## src/rtl/mem_port_arbiter.sv

```systemverilog
// mem_port_arbiter: round-robin arbiter sharing one single-port memory
// (1-cycle read latency) among NUM_REQ requesters.
//
// Ports:
//   clk, rst_n          clock (rising edge), async active-low reset
//   arb_enable          0 blocks new grants; in-flight ops still complete
//   req_valid/_write    per-requester request strobe and direction (1=write)
//   req_addr/_wdata     packed per-requester address / write data
//   req_ready           one-hot combinational accept
//   rsp_valid/_rdata    one-hot read-response strobe and read data
//   mem_*               registered memory command; mem_read_data returns
//                       one cycle after mem_read_enable
//   busy                any request pending or any op in flight
//
// Optional feature (macro MEM_ARB_PERF_CNT_EN): adds perf_clr input and
// perf_wait_cnt output, 16-bit saturating per-requester wait counters.
module mem_port_arbiter #(
  parameter int unsigned NUM_REQ    = 4,
  parameter int unsigned DATA_WIDTH = 32,
  parameter int unsigned ADDR_WIDTH = 8
) (
  input  logic                             clk,
  input  logic                             rst_n,
  input  logic                             arb_enable,
  input  logic [NUM_REQ-1:0]               req_valid,
  input  logic [NUM_REQ-1:0]               req_write,
  input  logic [NUM_REQ*ADDR_WIDTH-1:0]    req_addr,
  input  logic [NUM_REQ*DATA_WIDTH-1:0]    req_wdata,
  output logic [NUM_REQ-1:0]               req_ready,
  output logic [NUM_REQ-1:0]               rsp_valid,
  output logic [DATA_WIDTH-1:0]            rsp_rdata,
  output logic                             mem_read_enable,
  output logic                             mem_write_enable,
  output logic [ADDR_WIDTH-1:0]            mem_addr,
  output logic [DATA_WIDTH-1:0]            mem_write_data,
  input  logic [DATA_WIDTH-1:0]            mem_read_data,
  output logic                             busy
`ifdef MEM_ARB_PERF_CNT_EN
  ,
  input  logic                             perf_clr,
  output logic [NUM_REQ*16-1:0]            perf_wait_cnt
`endif
);

  localparam int unsigned PTR_W = (NUM_REQ > 1) ? $clog2(NUM_REQ) : 1;

  logic [PTR_W-1:0]      ptr_q, ptr_d;
  logic                  mem_re_q, mem_re_d;
  logic                  mem_we_q, mem_we_d;
  logic [ADDR_WIDTH-1:0] mem_addr_q, mem_addr_d;
  logic [DATA_WIDTH-1:0] mem_wdata_q, mem_wdata_d;
  logic [PTR_W-1:0]      s1_id_q, s1_id_d;
  logic [NUM_REQ-1:0]    rsp_valid_q, rsp_valid_d;
  logic                  s2_wr_q, s2_wr_d;
  logic [DATA_WIDTH-1:0] rdata_hold_q, rdata_hold_d;

  logic                  gnt_found;
  logic [PTR_W-1:0]      gnt_idx;
  logic [PTR_W-1:0]      cand_idx;
  logic [NUM_REQ-1:0]    gnt_oh;

  // Round-robin search starting at ptr; gated off in reset so ready is 0 there.
  always_comb begin
    gnt_found = 1'b0;
    gnt_idx   = '0;
    cand_idx  = '0;
    gnt_oh    = '0;
    if (rst_n && arb_enable) begin
      for (int unsigned k = 0; k < NUM_REQ; k++) begin
        cand_idx = PTR_W'((32'(ptr_q) + k) % NUM_REQ);
        if (!gnt_found && req_valid[cand_idx]) begin
          gnt_found = 1'b1;
          gnt_idx   = cand_idx;
        end
      end
      gnt_oh[gnt_idx] = gnt_found;
    end
  end

  // Stage 1 = memory command, stage 2 = read response (one-hot id) / write marker.
  always_comb begin
    ptr_d        = ptr_q;
    mem_re_d     = 1'b0;
    mem_we_d     = 1'b0;
    mem_addr_d   = mem_addr_q;
    mem_wdata_d  = mem_wdata_q;
    s1_id_d      = s1_id_q;
    rsp_valid_d  = '0;
    s2_wr_d      = mem_we_q;
    rdata_hold_d = rdata_hold_q;
    if (gnt_found) begin
      ptr_d       = (gnt_idx == PTR_W'(NUM_REQ - 1)) ? '0 : gnt_idx + PTR_W'(1);
      mem_re_d    = !req_write[gnt_idx];
      mem_we_d    = req_write[gnt_idx];
      mem_addr_d  = req_addr[32'(gnt_idx) * ADDR_WIDTH +: ADDR_WIDTH];
      mem_wdata_d = req_wdata[32'(gnt_idx) * DATA_WIDTH +: DATA_WIDTH];
      s1_id_d     = gnt_idx;
    end
    if (mem_re_q) begin
      rsp_valid_d[s1_id_q] = 1'b1;
    end
    // Keep the last returned word so rsp_rdata is stable between responses.
    if (|rsp_valid_q) begin
      rdata_hold_d = mem_read_data;
    end
  end

  always_ff @(posedge clk or negedge rst_n) begin
    if (!rst_n) begin
      ptr_q        <= '0;
      mem_re_q     <= 1'b0;
      mem_we_q     <= 1'b0;
      mem_addr_q   <= '0;
      mem_wdata_q  <= '0;
      s1_id_q      <= '0;
      rsp_valid_q  <= '0;
      s2_wr_q      <= 1'b0;
      rdata_hold_q <= '0;
    end else begin
      ptr_q        <= ptr_d;
      mem_re_q     <= mem_re_d;
      mem_we_q     <= mem_we_d;
      mem_addr_q   <= mem_addr_d;
      mem_wdata_q  <= mem_wdata_d;
      s1_id_q      <= s1_id_d;
      rsp_valid_q  <= rsp_valid_d;
      s2_wr_q      <= s2_wr_d;
      rdata_hold_q <= rdata_hold_d;
    end
  end

  assign req_ready        = gnt_oh;
  assign rsp_valid        = rsp_valid_q;
  // Memory output is live in the response cycle; pass it straight through.
  assign rsp_rdata        = (|rsp_valid_q) ? mem_read_data : rdata_hold_q;
  assign mem_read_enable  = mem_re_q;
  assign mem_write_enable = mem_we_q;
  assign mem_addr         = mem_addr_q;
  assign mem_write_data   = mem_wdata_q;
  assign busy             = rst_n & ((|req_valid) | mem_re_q | mem_we_q |
                                     (|rsp_valid_q) | s2_wr_q);

`ifdef MEM_ARB_PERF_CNT_EN
  localparam int unsigned CNT_W = 16;

  logic [NUM_REQ*CNT_W-1:0] perf_cnt_q, perf_cnt_d;

  // Saturating per-requester stall counters; clear wins over increment.
  always_comb begin
    perf_cnt_d = perf_cnt_q;
    for (int unsigned i = 0; i < NUM_REQ; i++) begin
      if (perf_clr) begin
        perf_cnt_d[i*CNT_W +: CNT_W] = '0;
      end else if (req_valid[i] && !req_ready[i] &&
                   (perf_cnt_q[i*CNT_W +: CNT_W] != {CNT_W{1'b1}})) begin
        perf_cnt_d[i*CNT_W +: CNT_W] = perf_cnt_q[i*CNT_W +: CNT_W] + CNT_W'(1);
      end
    end
  end

  always_ff @(posedge clk or negedge rst_n) begin
    if (!rst_n) begin
      perf_cnt_q <= '0;
    end else begin
      perf_cnt_q <= perf_cnt_d;
    end
  end

  assign perf_wait_cnt = perf_cnt_q;
`endif

endmodule

```

## config.mk

```make
export PLATFORM = sky130hd
export DESIGN_NAME = mem_port_arbiter
export DESIGN_NICKNAME = d
export VERILOG_FILES = /design/src/rtl/mem_port_arbiter.sv
export SDC_FILE = /design/constraint.sdc
export NUM_CORES = 1
export LEC_CHECK = 0
export CAP_MARGIN = 20
export CELL_PAD_IN_SITES_DETAIL_PLACEMENT = 0
export CELL_PAD_IN_SITES_GLOBAL_PLACEMENT = 1
export CORE_ASPECT_RATIO = 0.5
export CORE_MARGIN = 2
export CORE_UTILIZATION = 28
export CTS_CLUSTER_DIAMETER = 200
export DETAILED_ROUTE_END_ITERATION = 16
export PLACE_DENSITY = 0.85
export SKIP_CTS_REPAIR_TIMING = 1
export SLEW_MARGIN = 20
export SYNTH_ARGS = -nofsm -noshare
export SYNTH_HDL_FRONTEND = slang
export SYNTH_SLANG_ARGS = --single-unit
```

## constraint.sdc

```tcl
create_clock -name clk -period 3.79 [get_ports clk]
set_input_delay 0.758 -clock clk [delete_from_list [all_inputs] [get_ports clk]]
set_output_delay 0.758 -clock clk [all_outputs]
set_load 0.01 [all_outputs]
```

==> results, run 1 <==
- The flow ran to the end, and the final reports show no timing, DRC or antenna violations.
- The first TritonRoute pass finished after 5 iterations.
- The maximum level of the CTS H-tree is 3.
- For this run, the register share of the synthesized area comes to ~47%.
- The detailed-route DRC error count is 0.
- The maximum operating frequency is between 200 and 300 MHz.
- The part of the power in combinational logic is between 40% and 50%.
- The normalized max-slew margin is between 40 and 50%.
- The part of the power in the clock network is 21.2%.
- The clock transition time at the flip-flop clock pins of the worst setup and hold paths is about 0.07 ns.
- The clock tree root buffer cell is clkbuf_16.
- The vias after detailed routing is 4,844.
- The post-route netlist has 10.8% of its cells at a drive strength greater than 1.
- The first-pass GRT wire length is 26,900 um.
- Among the stages of the critical path, the cell type that occurs most often is clkdlybuf4s50_1.
- The maximum number of pins on one net before global-route repair is 74.
- On the final layout, the worst hold slack is ~0.32 ns.
- Of all nets on the critical path, the largest fanout is 5.
- The total wire length is roughly 18,000 um.
- The global routing usage summed across all routing layers is 20.7%.
- The critical path class is in -> out.
- At the pin with the least slew margin, the transition time is around 0.8 ns.
- The type of element capturing the critical path is an output port.
- The maximum single-stage delay on the critical path is a little over 0.6 ns.
- The max-slew violation total from the final report came to 0.
- The synthesized netlist devotes 12.5% of its cell area to simple gates.
- At the worst endpoint, the required time is approximately 3 ns.
- Detailed placement ended at an HPWL of 13,600 um.
- The startpoint identified for the worst register-to-register timing path is ptr_q[1].
- The worst register-to-register path has a setup slack of ~1.1 ns.
- In the routed layout, each cell is associated on average with a via count of 5.14.
- During placement, the flow inserted port buffers numbering around 290.
- Measured in cells, the most critical reg-to-reg path has a length of 6.
- Once detail routing completed, the nets flagged for antenna violations numbered 0.
- Power comes to roughly 4000 uW.
- The dominant combinational cell family by area after synthesis is compound AO/OA/AOI/OAI gates.
- The fraction of the mapped netlist area in compound gates is 26.0%.
- The count of cell types in the netlist is 36.
- The total number of clock tree sinks is 83.
- The startpoint class of the critical path is an input pin.
- The worst path needs 3.67 ns of the cycle, external delays included.
- TritonCTS built the clock tree.
- The clock passes through at most 2 buffers.
- After routing, the total negative slack on setup checks comes to 0 ns.
- Setup violations remaining at the end of the flow were counted as 0.
- The horizontal die dimension is 182 um.
- The internal power is about 2600 uW.
- Traced cell by cell, the critical path runs through clkdlybuf4s50_1, nor2b_1, or4_1, a21o_1, inv_2, and2_1, clkdlybuf4s50_1.
- Setup repair after global routing left no endpoint under its margin.
- The share of the clock period used by the worst path after layout is 96.8%.
- In this run the worst setup path terminates at req_ready[1].
- Power spread over the standard cell area amounts to 493 nW/um2.
- The floorplan step defined a die boundary enclosing 17,000 um2.
- The post-route core utilization is 51.0%.
- The tool flagged a number of max-cap violations equal to 0.
- The number of clock buffers inserted by TritonCTS is 9.
- The area growth from synthesis to layout is 77.4%.
- The net count of the finished layout is 937.
- The leakage power summed over all cells is 0.00314 uW.
- The via count of the first global-routing pass is around 4.8k.
- The die extent in y is 93.1 um.
- The worst clock skew is roughly 0.0067 ns.
- The Yosys step of the flow raised 0 warnings.
- The number of placed I/O pins is between 200 and 300.
- The xor and xnor area share after synthesis is 0%.
- After technology mapping, the gate count stands at 459.
- The number of hold violations in the final report is 0.
- The initial antenna violation count is 0.
- Summing the areas of all fa, ha and maj instances in the mapped netlist gives less than 1% of the synthesized area.
- The data arrival time of the worst path is between 2 and 3 ns.
- Routability-driven placement finished with a final weighted congestion of 0.890.
- The number of cells in the design after placement is 926.
- The switching power summed over all nets is 1260 uW.
- The first-iteration detailed-routing DRC count is 318.
- The post-synthesis cell area is 4450 um2.
- The area of the core is 15,500 um2.
- The path class of the lowest-slack min-delay path is in -> async.
- The slowest stage of the critical path is the or4_1 cell.
- Of the total power, registers draw around a third.
- The critical path starts at req_valid[0].
- The clock network latency to the later pin of the worst-skew pair is 0.34 ns.
- After synthesis, the share of cell area in mux cells is 9.90%.
- The end of the worst register-to-register path is mem_write_data[1].
- The post-synthesis register bit count is 83.
- A synthesized cell averages 9.69 um2.
- The total overflow left after global routing is 0.
- The placement row count is 32.
- The post-detailed-route wirelength per cell is 19.0 um.
- In this run switching power makes up ~33% of total power.
- The repair_antennas step left the layout with diodes totalling 0.
- Once layout is complete, the cells apart from fillers number between 900 and 1k.
- The maximum vdd drop is 0.253 mV.
- For this configuration, the core starts out at a cell density of 28.8%.
- Counting every net in the synthesized netlist gives 663.
-- kinds of logic after synthesis --
family	count (synthesis)
adders and majority gates	1
buffers and inverters	49
AOI/OAI and AO/OA	166
muxes	40
and+or+nand+nor	120
DFF	83
-- layout by cell type, fill, tap and decap left out, drive strengths merged, types with 5 or more instances in the layout --
cell and count:
a211o 8, a21o 34, a31oi 32, a32oi 32
buf 26, clkbuf 10, clkdlybuf4s50 284, dfrtp 83
inv 5, mux2 32, mux2i 8, nand2 21
nand3 43, nor2 36, o211ai 8, o21ai 41
-- synthesized netlist by cell type --
library cell | n | area, um2
a211oi_1 | 1 | 7.51
o31ai_1 | 2 | 15.0
inv_2 | 1 | 3.75
o32a_1 | 1 | 10.0
a32oi_1 | 32 | 280
nor4_1 | 2 | 12.5
nor2b_1 | 3 | 18.8
nor3_1 | 3 | 15.0
clkbuf_1 | 37 | 139
nand3_1 | 43 | 215
o21ai_0 | 41 | 205
mux2_2 | 32 | 360
o2111a_1 | 1 | 11.3
and3b_1 | 1 | 8.76
mux2i_1 | 8 | 80.1
ha_1 | 1 | 12.5
a31oi_1 | 32 | 200
nand2_1 | 21 | 78.8
and3_1 | 3 | 18.8
nor2_1 | 36 | 135
buf_2 | 7 | 35.0
and2_1 | 1 | 6.26
nand2b_1 | 3 | 18.8
a21oi_1 | 3 | 15.0
o21a_1 | 1 | 7.51
o211ai_1 | 8 | 60.1
or2_2 | 1 | 6.26
or4_1 | 1 | 7.51
buf_4 | 3 | 22.5
nor3b_1 | 2 | 15.0
inv_1 | 1 | 3.75
dfrtp_1 | 83 | 2080
a211o_1 | 8 | 70.1
o2111ai_1 | 1 | 8.76
a221o_1 | 1 | 10.0
a21o_1 | 34 | 255
-- worst max-delay path: cells and delay by family --
family / cells / cell delay (ns)
compound gates: 1 / 0.25
simple gates: 3 / 0.89
buf+inv: 3 / 1.01
-- power groups by stage --
stage / logic [uW] / clock network (uW) / registers (uW)
after floorplan: 739 / 0 / 1310
after global placement: 1780 / 0 / 1280
after detailed placement: 1790 / 0 / 1290
after CTS: 1810 / 852 / 1280
after global routing: 1920 / 899 / 1310
final: 1790 / 826 / 1270
-- per-layer routing --
metal	part of all wire [%]	up-vias	track usage [%]
met5	0	-	0
met4	2.2	0	6.25
met3	3.7	27	3.82
met2	51	150	36.4
met1	43	2379	26.2
li1	-	2288	-
-- sequential cells by signal (all words and copies together), names as in the netlist --
name,cells
ptr_q,2
s2_wr_q,1
mem_write_data,32
rdata_hold_q,32
rsp_valid,4
mem_addr,8
mem_read_enable,1
mem_write_enable,1
s1_id_q,2
-- worst min-delay path by stage --
stage | startpoint | depth (start not counted) | slack (ns) | end
after floorplan | mem_write_enable | 0 | 0.44 | s2_wr_q
after global placement | mem_write_enable | 0 | 0.39 | s2_wr_q
after detailed placement | mem_write_enable | 0 | 0.39 | s2_wr_q
after global routing | rst_n | 1 | 0.33 | rdata_hold_q[29]
final | rst_n | 1 | 0.32 | rdata_hold_q[29]
after CTS | rst_n | 1 | 0.32 | rdata_hold_q[29]
-- metrics by stage --
stage	area, um2	setup WS (ns)
2_1_floorplan	4450	0.891
3_3_place_gp	7610	0.143
3_5_place_dp	7610	0.146
4_1_cts	7890	0.132
5_1_grt	7890	0.0242
6_report	7890	0.121
-- layout make-up --
type	count	area (um2)
repair buffers	310	3050
flip-flops and latches	83	2080
well taps	204	255
clock buffers	10	229
fillers	1417	7570
multi-input cells	327	2220
clock inverters	6	48.8
inverters	2	7.51
Power figures use the tool's default switching activity.
==> run 2, diff against run 1 <==
Settings changed: GPL_TIMING_DRIVEN from default to 1.
==> results of run 2 <==
Final layout, timing and power as in run 1 (identical DEF).
==> variant, RTL diff (config.mk and constraints of run 2) <==
Add a define of `MEM_ARB_PERF_CNT_EN`.
--- a/src/rtl/mem_port_arbiter.sv
+++ b/src/rtl/mem_port_arbiter.sv
@@ -14,6 +14,8 @@
 //
 // Optional feature (macro MEM_ARB_PERF_CNT_EN): adds perf_clr input and
 // perf_wait_cnt output, 16-bit saturating per-requester wait counters.
+`define MEM_ARB_PERF_CNT_EN
+
 module mem_port_arbiter #(
   parameter int unsigned NUM_REQ    = 4,
   parameter int unsigned DATA_WIDTH = 32,
Interface: changed (added perf_clr and perf_wait_cnt); port bits go from 286 to 351. No check against the original RTL was run, so the function may have changed too.
==> variant against run 2 <==
  * Wire length increased by 65%
  * Combinational power up 11%
  * Synthesized cell count up 83%
  * Critical path depth grew 2
  * Final area rose by 66%
  * Total power increased by 47%
  * Sequential power up 58%
  * Setup slack got worse by 0.016 ns
  * Sequential cell count grew 64
  * Global-route usage is 2.5 points lower
  * Via count rose by 62%
  * Area after synthesis up 90%
  * Critical endpoint is now req_ready[0]
  * Highest routed layer unchanged
==> variant: results (changes against run 2) <==
| Metric | Value |
|---|---|
| Status | completed |
| Non-clock buffer share | 0.287 (-0.0997) |
| Pre-CTS WS | -0.0599 ns (-0.206 ns) |
| Slew @ Worst Pin | 0.966 ns (+0.153 ns) |
| Pleak | 5.36 nW (+71%) |
| Diodes inserted | 1 (+1) |
| Worst Clk Skew | 0.0113 ns (+0.00463 ns) |
| Critical path capture point | req_ready[0] |
| Fraction of area in clock buffers and inverters | 0.0449 (+0.00973) |
| Arrival @ worst endpoint | 2.93 ns (+0.02 ns) |
| Share of post-route cells with drive strength above 1 | 0.136 (+0.0277) |
| Post-Synthesis Net Count | 1049 (+58%) |
| Repair and plain buffers | 377 (+22%) |
| Cell Count, Final, Fillers Out | 1582 (+68%) |
| List of most frequent post-synthesis cells | 147 x dfrtp_1, 88 x mux2_2, 85 x mux2i_1 |
| Port Buf Inserts | 350 (+23%) |
| H-tree levels | 4 (+1) |
| Vias | 7868 (+62%) |
| Critical path fanouts, max | 16 (+11) |
| Vias in the first global route | 8119 (+70%) |
| R2r startpoint | perf_wait_cnt[32] |
| First-pass GRT wire length | 45400 um (+69%) |
| Peak VDD IR | 0.251 mV (-0.71%) |
| Largest net degree at the start of global routing | 84 (+14%) |
| Clk sinks | 147 (+77%) |
| Dpl cells | 1549 (+67%) |
| Area contributors post-synth | dfrtp_1 43%, mux2_2 12%, mux2i_1 10% |
| GPL Wtd Cong | 0.869 (-2.4%) |
==> variant: changes by cell type after synthesis, sizes merged, moves of 33 or more <==
cell    change
mux2i      +77
dfrtp      +64
mux2       +60
nand2      +58
nor2b      +58
nor2       +42
o221ai     +41
a21oi      +36
o21ai      -35
a21o       -33
==> variant: power by group <==
part	switching [mW]	internal [mW]
Clock	0.779	0.934
Sequential	0.137	1.88
Combinational	0.878	1.10
==> variant: per-stage QoR <==
step / TNS [ns] / util / cell area, sq um
floorplan: 0 / - / 8460
global placement: -0.0393 / 0.425 / 12500
detailed placement: -0.0599 / 0.425 / 12500
CTS: -0.0786 / 0.445 / 13100
global route: 0 / 0.445 / 13100
finish: 0 / 0.445 / 13100
==> variant: cell families after synthesis <==
family | Yosys count | share of synthesized area
simple gates | 323 | 0.193
mux | 177 | 0.223
flops | 147 | 0.435
compound gates | 121 | 0.107
buf+inv | 67 | 0.0342
fa+ha+maj | 5 | 0.00740
==> variant: worst max-delay path, cell delays in order <==
cell             delay, ns
clkdlybuf4s50_1       0.55
buf_4                 0.24
nand2_1               0.08
a211o_1               0.27
buf_4                 0.15
nand2_1               0.11
nand3_2               0.09
nor2_1                0.11
clkdlybuf4s50_1       0.58
==> variant: layer usage <==
| metal | global-route usage | wire length (um) | part of all wire |
|---|---|---|---|
| met2 | 0.338 | 16200 | 0.55 |
| met5 | 0 | 0 | 0 |
| met1 | 0.217 | 12200 | 0.42 |
| met4 | 0.0602 | 430 | 0.015 |
| met3 | 0.0248 | 597 | 0.020 |
